## src/rtl/kernel_cc_arb_pkg.sv

```systemverilog
// Shared types and constants for the kernel_cc FIFO round-robin arbiter.
package kernel_cc_arb_pkg;

    // Arbiter FSM encoding: IDLE picks a source, GRANT streams its words.
    typedef enum logic {
        Idle  = 1'b0,
        Grant = 1'b1
    } arb_state_e;

    // Width of the per-grant burst counter; bounds MAX_BURST to 255.
    localparam int unsigned BurstCntWidth = 8;

    // Ceiling log2, used to cross-check SRC_WIDTH against NUM_SRC.
    function automatic int unsigned clog2(input int unsigned n);
        int unsigned r;
        r = 0;
        for (int unsigned i = 0; i < 32; i++) begin
            if ((64'd1 << i) < 64'(n)) begin
                r = i + 1;
            end
        end
        return r;
    endfunction

endpackage

```

## src/rtl/kernel_cc_rr_pick.sv

```systemverilog
// Circular priority search: first asserted request at or after ptr, wrapping
// modulo NUM_SRC so indices >= NUM_SRC are never produced.
module kernel_cc_rr_pick #(
    parameter int unsigned NUM_SRC   = 4,
    parameter int unsigned SRC_WIDTH = 2
) (
    input  logic [NUM_SRC-1:0]   req,
    input  logic [SRC_WIDTH-1:0] ptr,
    output logic [SRC_WIDTH-1:0] idx,
    output logic                 any
);

    int unsigned          cand;
    logic [SRC_WIDTH-1:0] cand_idx;

    // Walk the sources starting at ptr and keep the first requester found.
    always_comb begin
        idx      = '0;
        any      = 1'b0;
        cand     = 0;
        cand_idx = '0;
        for (int unsigned i = 0; i < NUM_SRC; i++) begin
            cand     = (32'(ptr) + i) % NUM_SRC;
            cand_idx = SRC_WIDTH'(cand);
            if (!any && req[cand_idx]) begin
                any = 1'b1;
                idx = cand_idx;
            end
        end
    end

endmodule

```

## src/rtl/kernel_cc_fifo_rr_arbiter.sv

```systemverilog
// Merges NUM_SRC FIFO read streams into one downstream FIFO write port using
// round-robin grants with bursts of up to MAX_BURST words per grant.
module kernel_cc_fifo_rr_arbiter
    import kernel_cc_arb_pkg::*;
#(
    parameter int unsigned NUM_SRC    = 4,
    parameter int unsigned DATA_WIDTH = 32,
    parameter int unsigned SRC_WIDTH  = 2,
    parameter int unsigned MAX_BURST  = 8
) (
    input  logic                          clk,
    input  logic                          reset,
    input  logic                          enable,
    input  logic [NUM_SRC-1:0]            in_empty_n,
    input  logic [NUM_SRC*DATA_WIDTH-1:0] in_dout,
    output logic [NUM_SRC-1:0]            in_read,
    input  logic                          out_full_n,
    output logic                          out_write,
    output logic [DATA_WIDTH-1:0]         out_din,
    output logic [SRC_WIDTH-1:0]          out_src,
    output logic                          busy
);

    // Elaboration-time parameter sanity checks.
    if (SRC_WIDTH != clog2(NUM_SRC)) begin : g_bad_src_width
        $error("SRC_WIDTH must equal clog2(NUM_SRC)");
    end
    if (NUM_SRC < 2 || NUM_SRC > 16) begin : g_bad_num_src
        $error("NUM_SRC must be in 2..16");
    end
    if (MAX_BURST < 1 || MAX_BURST > 255) begin : g_bad_max_burst
        $error("MAX_BURST must be in 1..255");
    end

    localparam logic [BurstCntWidth-1:0] BurstLast = BurstCntWidth'(MAX_BURST - 1);
    localparam logic [SRC_WIDTH-1:0]     LastSrc   = SRC_WIDTH'(NUM_SRC - 1);

    arb_state_e                 state_q, state_d;
    logic [SRC_WIDTH-1:0]       grant_idx_q, grant_idx_d;
    logic [SRC_WIDTH-1:0]       rr_ptr_q, rr_ptr_d;
    logic [BurstCntWidth-1:0]   burst_cnt_q, burst_cnt_d;

    logic [SRC_WIDTH-1:0]       pick_idx;
    logic                       pick_any;
    logic [DATA_WIDTH-1:0]      words [NUM_SRC];
    logic                       head_valid;
    logic                       fire;

    for (genvar k = 0; k < NUM_SRC; k++) begin : g_words
        assign words[k] = in_dout[k*DATA_WIDTH +: DATA_WIDTH];
    end

    kernel_cc_rr_pick #(
        .NUM_SRC   (NUM_SRC),
        .SRC_WIDTH (SRC_WIDTH)
    ) u_pick (
        .req (in_empty_n),
        .ptr (rr_ptr_q),
        .idx (pick_idx),
        .any (pick_any)
    );

    // Transfer qualifier; gated by reset so no pop/push leaks out mid-reset.
    always_comb begin
        head_valid = in_empty_n[grant_idx_q];
        fire       = (state_q == Grant) && head_valid && out_full_n && reset;
    end

    // Datapath outputs: always steered by the current grant index.
    always_comb begin
        in_read              = '0;
        in_read[grant_idx_q] = fire;
        out_write            = fire;
        out_din              = words[grant_idx_q];
        out_src              = grant_idx_q;
        busy                 = (state_q == Grant);
    end

    // Next-state: arbitrate in Idle, count burst words and release in Grant.
    always_comb begin
        state_d     = state_q;
        grant_idx_d = grant_idx_q;
        rr_ptr_d    = rr_ptr_q;
        burst_cnt_d = burst_cnt_q;
        unique case (state_q)
            Idle: begin
                if (enable && pick_any) begin
                    state_d     = Grant;
                    grant_idx_d = pick_idx;
                    // Pointer moves past the winner so it goes last next round.
                    rr_ptr_d    = (pick_idx == LastSrc) ? '0 : pick_idx + SRC_WIDTH'(1);
                    burst_cnt_d = '0;
                end
            end
            Grant: begin
                if (!head_valid) begin
                    state_d = Idle;
                end else if (fire) begin
                    burst_cnt_d = burst_cnt_q + BurstCntWidth'(1);
                    if (burst_cnt_q == BurstLast) begin
                        state_d = Idle;
                    end
                end
                // Otherwise stalled on out_full_n: hold grant and count.
            end
            default: state_d = Idle;
        endcase
    end

    // State registers with synchronous active-low reset.
    always_ff @(posedge clk) begin
        if (!reset) begin
            state_q     <= Idle;
            grant_idx_q <= '0;
            rr_ptr_q    <= '0;
            burst_cnt_q <= '0;
        end else begin
            state_q     <= state_d;
            grant_idx_q <= grant_idx_d;
            rr_ptr_q    <= rr_ptr_d;
            burst_cnt_q <= burst_cnt_d;
        end
    end

endmodule

```

## config.mk

```make
export PLATFORM = sky130hd
export DESIGN_NAME = kernel_cc_fifo_rr_arbiter
export DESIGN_NICKNAME = d
export VERILOG_FILES = /design/src/rtl/kernel_cc_arb_pkg.sv /design/src/rtl/kernel_cc_rr_pick.sv /design/src/rtl/kernel_cc_fifo_rr_arbiter.sv
export SDC_FILE = /design/constraint.sdc
export NUM_CORES = 1
export LEC_CHECK = 0
export ABC_AREA = 1
export BUFFER_PORTS_ARGS = -buffer_cell sky130_fd_sc_hd__buf_4
export CAP_MARGIN = 20
export CORE_ASPECT_RATIO = 0.8
export CORE_MARGIN = 2
export CORE_UTILIZATION = 25
export DETAILED_ROUTE_END_ITERATION = 12
export PLACE_DENSITY_LB_ADDON = 0.3
export SYNTH_ARGS = -nofsm -noshare
export SYNTH_HDL_FRONTEND = slang
export SYNTH_SLANG_ARGS = --single-unit
```

## constraint.sdc

```tcl
create_clock -name clk -period 5.11 [get_ports clk]
set_clock_uncertainty 0.1 [all_clocks]
set_input_delay 0.511 -clock clk [delete_from_list [all_inputs] [get_ports clk]]
set_output_delay 0.511 -clock clk [all_outputs]
set_load 0.05 [all_outputs]
```

==> metrics.cfg <==
[setup_path]
cp-endpoint=in_read[2]
criticalPathCategory=reg -> out
cp_slowest_cell=dfxtp_1
max_stage_delay_ns=0.50
worstSetupStartpointType=flop
reg2reg_from=out_src[0]$_SDFFE_PN0P_
crit_family=simple AND/OR/NAND/NOR gates
path_depth=7
cp-end-kind=output port
r2r_end=burst_cnt_q[3]$_SDFFE_PN0P_
cpMostUsedCell=nand2_1
r2r_cells=9
worstPathCellList=nand2_1 > inv_2 > a22oi_1 > nand2_1 > nand4_2 > nor3_1 > buf_4
critPathRequiredTime_ns=4.50
crit_buf_inv=2
path_max_fanout=33
startpoint=out_src[0]$_SDFFE_PN0P_
arrival_ns=2.47
reg2reg_slack_ns=2.72

[pwr]
power.switching_uw=922
pwr-share-clk=0.065
seqPwrFrac=0.097
finalPower_mw=1.49
power_density_nw_per_um2=486
p_int_uw=566
combinationalPowerShare=0.839
vdd_ir_drop_max_uv=279
switching_share=0.620
p_leak_nw=1.57

[status]
status=complete, no violations

[floorplanning]
die_height_microns=76.5
ios=176
start_util=0.257
rows=26
die_w_microns=94.6
core-area_sq_um=6380
dieArea_sq_um=7230

[clock_tree]
numCtsBuffers=3
clock-sinks=13
clockBufferDepth=2
clk_pin_slew_worst_paths_ns=0.06
post_cts_resized=0
cts_tree=built
clock_latency_ns=0.25
hold_buffers=0
h-tree-depth=1
cts_root_buf=clkbuf_8
cts_setup_buffers=0

[timing]
slew_headroom=0.620
final_hold_viol_count=0
setup_viol=0
worstMarginPinSlew_ns=0.569
post-route-min-period_ns=3.08
max_freq_ghz=0.325
fin_crit_sh=0.603
grt_setup_unrepaired=no
tns_ns=0
slew_viol_final=0

[grt]
grt_pass1_vias=2397
grt_antenna_before_repair=0
groute.usage.overall=0.203
grt_max_degree=34
grt_pass1_wl_microns=11800
grt-ovfl-total=0

[route]
antenna_left=0
drc=0
wl_per_cell_microns=14.7
drt-total-wl_microns=7810
drt_iter0_drc=135
first_pass_iters=4
viasPerCell=4.89
routed-via-count=2597

[final_layout]
drive_above_1_share=0.438
final_nets=586
final_common_cell=buf_4
syn2layout_area_growth_pct=86.5
final_cell_mix=178 x buf_4, 90 x nand2_1, 59 x a22oi_1
antennaDiodeCount=0

[yosys]
yosysSeqAreaShare=0.159
synth_cell_types=26
synth-seq-cells=13
yosys.area_share.xor_xnor=0.0213
syn_nets=418
yosys.area_share.adder=0.0152
ys_warn_count=0
synth.area.mux_share=0
synth_top_family_by_area=simple AND/OR/NAND/NOR gates
synth-compound-area-share=0.331
synth-simple-area-share=0.384
syn_inst=280
synth.avg_cell_area_sq_um=5.86
synth_area_sq_um=1640

[run]
max_cap_violations=0

[worst_hold_path]
min_path_type=reg -> reg

[place]
io_buffers=175
gp_congestion=0.908
hpwl_microns=6170

power groups by stage:
| stage | clock [mW] | combinational, mW | sequential (mW) |
|---|---|---|---|
| after floorplan | 0 | 0.853 | 0.157 |
| after global placement | 0 | 1.23 | 0.144 |
| after detailed placement | 0 | 1.24 | 0.145 |
| after CTS | 0.0981 | 1.25 | 0.143 |
| after global routing | 0.101 | 1.34 | 0.147 |
| final | 0.0961 | 1.25 | 0.144 |
per-layer routing:
layer | vias to the layer above | routed length (microns) | track usage
met2 | 110 | 3800 | 0.341
met3 | 17 | 667 | 0.0524
met5 | - | 0 | 0
met4 | 0 | 181 | 0.0623
li1 | 1322 | - | -
met1 | 1148 | 3160 | 0.252
worst min path at each step:
stage,start,end,depth (start not counted)
final,burst_cnt_q[1]$_SDFFE_PN0P_,burst_cnt_q[1]$_SDFFE_PN0P_,2
after global routing,burst_cnt_q[1]$_SDFFE_PN0P_,burst_cnt_q[1]$_SDFFE_PN0P_,2
after CTS,burst_cnt_q[1]$_SDFFE_PN0P_,burst_cnt_q[1]$_SDFFE_PN0P_,2
after detailed placement,burst_cnt_q[1]$_SDFFE_PN0P_,burst_cnt_q[1]$_SDFFE_PN0P_,2
after global placement,burst_cnt_q[1]$_SDFFE_PN0P_,burst_cnt_q[1]$_SDFFE_PN0P_,2
after floorplan,burst_cnt_q[1]$_SDFFE_PN0P_,burst_cnt_q[1]$_SDFFE_PN0P_,2
stage by stage:
step | hold WS (ns) | area, sq um | cells | util | setup WS (ns)
3_5_place_dp | 0.395 | 3020 | 527 | 0.473 | 2.30
5_1_grt | 0.422 | 3060 | 531 | 0.480 | 1.76
3_3_place_gp | 0.390 | 3020 | 527 | 0.473 | 2.36
2_1_floorplan | 0.370 | 1640 | 280 | - | 1.88
6_report | 0.400 | 3060 | 531 | 0.480 | 2.03
4_1_cts | 0.404 | 3060 | 531 | 0.480 | 2.01
state kept, by name, summed over array words and instances, names as in the netlist:
name	flops
burst_cnt_q	8
busy	1
out_src	2
rr_ptr_q	2
synthesized netlist by cell type, drive strengths merged:
cell type,instances,share of area
a21oi,13,0.040
a22oi,59,0.27
buf,4,0.017
clkbuf,11,0.025
dfxtp,13,0.16
ha,2,0.015
inv,21,0.048
nand2,93,0.22
nand3,21,0.067
nand4,7,0.030
nor2,20,0.053
nor3,4,0.012
nor4,1,0.0038
o21ai,7,0.021
xnor2,2,0.011
xor2,2,0.011
worst min-delay path, stage by stage, from the launching register on:
cell and delay, ns:
dfxtp_1 0.33, nand2_1 0.06, o21ai_1 0.06
cell families (layout without fill, tap and decap cells):
kind of cell             Yosys count  after routing
flip-flops                        13             13
AND/OR/NAND/NOR                  146            146
adder cells (fa/ha/maj)            2              2
buffers and inverters             36            203
XOR/XNOR                           4              4
AO/OA/AOI/OAI                     79             79
final cells by class:
| cell class | instances | area (sq um) |
|---|---|---|
| Fill cell | 654 | 3310 |
| Timing Repair Buffer | 178 | 1340 |
| Multi-Input combinational cell | 231 | 1240 |
| Sequential cell | 13 | 260 |
| Tap cell | 84 | 105 |
| Inverter | 21 | 78.8 |
| Clock buffer | 4 | 45.0 |
(Power assumes the default switching activity.)
